<file path="config.mk">
export PLATFORM = sky130hd
export DESIGN_NAME = cache_refill_ctrl
export DESIGN_NICKNAME = d
export VERILOG_FILES = /design/src/rtl/cache_refill_ctrl.sv
export SDC_FILE = /design/constraint.sdc
export NUM_CORES = 1
export LEC_CHECK = 0
export BUFFER_PORTS_ARGS = -buffer_cell sky130_fd_sc_hd__buf_2
export CORE_UTILIZATION = 35
export CTS_CLUSTER_DIAMETER = 150
export DETAILED_ROUTE_END_ITERATION = 7
export PLACE_DENSITY = 0.71
export SETUP_SLACK_MARGIN = 0.15
export SLEW_MARGIN = 15
export SYNTH_ARGS = -nofsm -noshare
export SYNTH_HDL_FRONTEND = slang
export SYNTH_SLANG_ARGS = --single-unit
</file>
<file path="constraint.sdc">
create_clock -name i_clk -period 2 [get_ports i_clk]
set_input_delay 0.2 -clock i_clk [delete_from_list [all_inputs] [get_ports i_clk]]
set_output_delay 0.2 -clock i_clk [all_outputs]
set_load 0.01 [all_outputs]
</file>
<file path="src/rtl/cache_refill_ctrl.sv">
// cache_refill_ctrl: miss handler between the 2-way data cache and main memory.
// On a miss it writes back a dirty victim line word by word, then fetches the
// missing line word by word and streams it into the cache array. o_busy stalls
// the pipeline until the line is installed; o_done pulses for one cycle at the end.
// Optional build macro CRITICAL_WORD_FIRST_EN: the fill starts at the missed word
// and wraps around the line. Without it the fill runs in index order 0..N-1.
// The writeback always runs 0..N-1.
module cache_refill_ctrl #(
  parameter int ADDR_WIDTH  = 32,
  parameter int DATA_WIDTH  = 32,
  parameter int BLOCK_WORDS = 4
) (
  input  logic                             i_clk,
  input  logic                             i_rst_n,
  input  logic                             i_miss_valid,
  output logic                             o_miss_ready,
  input  logic [ADDR_WIDTH-1:0]            i_miss_addr,
  input  logic                             i_victim_dirty,
  input  logic [ADDR_WIDTH-1:0]            i_victim_addr,
  output logic [$clog2(BLOCK_WORDS)-1:0]   o_victim_idx,
  input  logic [DATA_WIDTH-1:0]            i_victim_data,
  output logic                             o_mem_req,
  output logic                             o_mem_we,
  output logic [ADDR_WIDTH-1:0]            o_mem_addr,
  output logic [DATA_WIDTH-1:0]            o_mem_wdata,
  input  logic                             i_mem_ack,
  input  logic [DATA_WIDTH-1:0]            i_mem_rdata,
  output logic                             o_fill_we,
  output logic [$clog2(BLOCK_WORDS)-1:0]   o_fill_idx,
  output logic [DATA_WIDTH-1:0]            o_fill_data,
  output logic                             o_busy,
  output logic                             o_done
);

  localparam int OFF   = $clog2(BLOCK_WORDS);
  localparam int TAG_W = ADDR_WIDTH - OFF - 2;
  localparam logic [OFF:0] LAST_K = (OFF+1)'(BLOCK_WORDS - 1);
  localparam logic [OFF:0] K_ONE  = (OFF+1)'(1);

  typedef enum logic [1:0] {
    IDLE = 2'd0,
    WB   = 2'd1,
    FILL = 2'd2,
    DONE = 2'd3
  } state_t;

  state_t r_state;
  state_t w_stateNext;

  // Beat counter; one spare bit so the last-beat compare covers the full range.
  logic [OFF:0]      r_k;
  logic [OFF:0]      w_kNext;

  // Only the line-number part of each base address is kept; the word and byte
  // fields are rebuilt from the beat index, so addresses never carry out of a line.
  logic [TAG_W-1:0]  r_lineTag;
  logic [TAG_W-1:0]  r_victimTag;
  logic [OFF-1:0]    r_offset;

  logic              w_accept;
  logic              w_lastBeat;
  logic [OFF-1:0]    w_beatIdx;
  logic [OFF-1:0]    w_fillIdx;
  logic              w_unused;

  assign w_accept   = i_miss_valid && (r_state == IDLE);
  assign w_lastBeat = (r_k == LAST_K);
  assign w_beatIdx  = r_k[OFF-1:0];

`ifdef CRITICAL_WORD_FIRST_EN
  // Modulo add in OFF bits gives the wrap-around order starting at the missed word.
  assign w_fillIdx = r_offset + w_beatIdx;
  assign w_unused  = ^{1'b0, i_miss_addr[1:0], i_victim_addr[OFF+1:0]};
`else
  assign w_fillIdx = w_beatIdx;
  assign w_unused  = ^{1'b0, i_miss_addr[1:0], i_victim_addr[OFF+1:0], r_offset};
`endif

  // State register and beat counter; an async reset abandons any transfer.
  always_ff @(posedge i_clk or negedge i_rst_n) begin
    if (!i_rst_n) begin
      r_state <= IDLE;
      r_k     <= '0;
    end else begin
      r_state <= w_stateNext;
      r_k     <= w_kNext;
    end
  end

  // Capture the line base, victim base and missed word offset when a miss is accepted.
  always_ff @(posedge i_clk or negedge i_rst_n) begin
    if (!i_rst_n) begin
      r_lineTag   <= '0;
      r_victimTag <= '0;
      r_offset    <= '0;
    end else if (w_accept) begin
      r_lineTag   <= i_miss_addr[ADDR_WIDTH-1:OFF+2];
      r_victimTag <= i_victim_addr[ADDR_WIDTH-1:OFF+2];
      r_offset    <= i_miss_addr[OFF+1:2];
    end
  end

  // Next-state, counter and output decode; the counter clears on every state change.
  always_comb begin
    w_stateNext  = r_state;
    w_kNext      = r_k;
    o_miss_ready = 1'b0;
    o_busy       = 1'b1;
    o_done       = 1'b0;
    o_mem_req    = 1'b0;
    o_mem_we     = 1'b0;
    o_mem_addr   = '0;
    o_mem_wdata  = '0;
    o_victim_idx = '0;
    o_fill_we    = 1'b0;
    o_fill_idx   = '0;
    o_fill_data  = '0;

    case (r_state)
      IDLE: begin
        o_miss_ready = 1'b1;
        o_busy       = 1'b0;
        w_kNext      = '0;
        if (w_accept) begin
          w_stateNext = i_victim_dirty ? WB : FILL;
        end
      end

      WB: begin
        o_mem_req    = 1'b1;
        o_mem_we     = 1'b1;
        o_mem_addr   = {r_victimTag, w_beatIdx, 2'b00};
        o_mem_wdata  = i_victim_data;
        o_victim_idx = w_beatIdx;
        if (i_mem_ack) begin
          if (w_lastBeat) begin
            w_stateNext = FILL;
            w_kNext     = '0;
          end else begin
            w_kNext = r_k + K_ONE;
          end
        end
      end

      FILL: begin
        o_mem_req  = 1'b1;
        o_mem_addr = {r_lineTag, w_fillIdx, 2'b00};
        o_fill_idx = w_fillIdx;
        if (i_mem_ack) begin
          o_fill_we   = 1'b1;
          o_fill_data = i_mem_rdata;
          if (w_lastBeat) begin
            w_stateNext = DONE;
            w_kNext     = '0;
          end else begin
            w_kNext = r_k + K_ONE;
          end
        end
      end

      DONE: begin
        o_done      = 1'b1;
        w_kNext     = '0;
        w_stateNext = IDLE;
      end

      default: begin
        w_stateNext = IDLE;
        w_kNext     = '0;
      end
    endcase
  end

endmodule

</file>
==> flow_summary.toml <==
[setup_path]
startpoint_type = "flop"
startpoint = "r_state[0]"
crit_path_end_kind = "output pin"
required_ns = 1.80
slowest_delay_ns = 0.40
crit_fanout = 22
worstReg2RegStart = "r_state[0]"
cp_slowest_cell = "dfrtp_1"
path_class = "flop to output pin"
cp.arrival_ns = 1.65
crit_chain = "buf_4 > ha_4 > bufbuf_16 > and2_1 > buf_2"

[min_path]
hold_start = "i_miss_addr[17]"
min_path_type = "input port to flop"

[cts]
cts_sinks = 61
clk_latency_ns = 0.33
cts_tree = "yes"
cts_max_level = 3
clk_pin_slew_worst_paths_ns = 0.07
cts_max_path_buffers = 2
cts-root-buf = "clkbuf_8"
cts_buffers = 9

[global_routing]
grt_max_degree = 41
grt_pass1_wl_mm = 14.90
track_usage = 0.1937
antenna_found_initial = 0
grt_overflow_total = 0
grt_pass1_vias = 3032

[sta]
setup_viol = 0
slew_headroom = 0.5877
finalMaxSlewViolations = 0
finalWorstSetupSlack_ns = 0.1486
whs_ns = 0.09784
period_needed_ns = 1.851
period_share = 0.9257
skew_ns = 0.005823
hold_violations = 0
fmax_mhz = 540.1
worst-slew-pin-transition_ns = 0.6185
rsz0062_at_grt = "true"
setup_tns_ns = 0

[synth]
ys_warn_count = 0
syn_area_um2 = 3299
ys_ff_latch = 61
avgSynthCellArea_um2 = 11.00
synth.area.top_cells = "dfrtp_1 (46%), mux2_2 (19%), and2_1 (7.0%), and3_1 (6.4%), a22oi_1 (6.4%)"
synth_top_area_cell = "dfrtp_1"
synth.distinct_cells = 21
synth_cells = 300
seq_area_frac_synth = 0.4626
synth_top_area_frac = 0.4626

[pwr]
power.density_nw_per_um2 = 1538
peakVddDrop_v = 0.0009363
cellLeakagePower_uw = 0.002773

[placed_design]
dp_hpwl_mm = 6.895
place_worst_setup_slack_ns = 0.2441
routabilityCongestion = 0.9172
portBuffers = 228

[route]
drt-wirelength-per-cell_um = 15.07
drc = 0
first_pass_iters = 4
dr.first_iter.drc_count = 92
via_count = 3103
ant_nets = 0
avgViaCountPerCell = 4.796
routed_wl_mm = 9.750

[finish]
layout-drive-gt1-share = 0.6418
syn_to_final_growth_pct = 52.14
diodes = 0
nets = 670
layout_common_cells = "buf_2 (228), dfrtp_1 (61), mux2_2 (56)"
final_common_cell = "buf_2"

[flow_run]
drv_cap = 0

[floorplanning]
ios = 239
core_um2 = 9196
die_y_um = 99.09
die_area_um2 = 9819
start_util = 0.3588
rows = 35
die_w_um = 99.09

[outcome]
outcome = "completed"
==> cell families after synthesis <==
group	count (synthesis)	share of synthesized area
fa+ha+maj	6	0.02275
other cells	1	0.001137
simple gates	107	0.1809
compound gates	31	0.07129
buf+inv	33	0.05460
mux	61	0.2067
flops	61	0.4626
==> metrics by stage <==
step,total power [µW],instance area (µm²),instances,util
3_5_place_dp,5977,4558,622,0.4956
3_3_place_gp,5849,4558,622,0.4956
6_report,7718,5020,647,0.5459
4_1_cts,7479,4908,644,0.5337
5_1_grt,8257,5020,647,0.5459
2_1_floorplan,4584,3303,301,-
==> critical path, delay by kind of cell (launching register included) <==
| family | cells | cell delay (ns) |
|---|---|---|
| buf+inv | 3 | 0.59 |
| fa+ha+maj | 1 | 0.20 |
| flops | 1 | 0.40 |
| simple gates | 1 | 0.14 |
==> registers in the layout, indices dropped and copies added (netlist names) <==
register and cells:
r_k 3, r_lineTag 28, r_state 2, r_victimTag 28
==> path summary, 6_finish.rpt <==
path	depth (start not counted)	endpoint	slack [ns]
min	2	r_lineTag[13]	0.1
max reg2reg	6	r_state[1]	0.20
min reg2reg	1	r_lineTag[1]	0.51
max in group asynchronous	3	r_lineTag[2]	0.95
max	5	o_mem_wdata[21]	0.15
min in group asynchronous	2	r_victimTag[3]	0.43
==> report_power, final <==
group	switching (µW)	internal [µW]
clock network	487	677
registers	381	1860
logic	2080	2230
total	2950	4770
==> Yosys cell counts (all sizes together) <==
cell type / count
dfrtp: 61
mux2: 57
and2: 37
and3: 34
nor2: 29
a22oi: 28
clkbuf: 15
buf: 14
ha: 6
inv: 4
mux2i: 4
a21oi: 2
nand2: 2
nand2b: 2
nand3b: 2
a2bb2oi: 1
conb: 1
or2: 1
==> final cells by class <==
type	instances	area (µm²)
repair buffers	248	1414
multi-input cells	207	1714
inverters	4	15.01
flip-flops and latches	61	1526
well taps	111	138.9
clock inverters	3	42.54
fillers	838	4177
clock buffers	13	168.9
==> repair_timing <==
item / 4_1_cts / 5_1_grt
endpoints found under the setup margin: 96 / 51
endpoints found under the hold margin: 25 / 0
pin swaps: 1 / 0
hold buffers: 1 / 0
cloned: 1 / 0
buffers inserted: 4 / 3
resized for setup: 13 / 21
==> metal layers <==
layer / wire [µm] / GRT usage / part of all wire / vias up
li1: - / - / - / 1497
met1: 4084 / 0.2363 / 0.42 / 1475
met2: 4939 / 0.3394 / 0.51 / 124
met3: 642 / 0.05552 / 0.066 / 7
met4: 84 / 0.04525 / 0.0086 / 0
met5: 0 / 0 / 0 / -
Power figures use the tool's default switching activity.
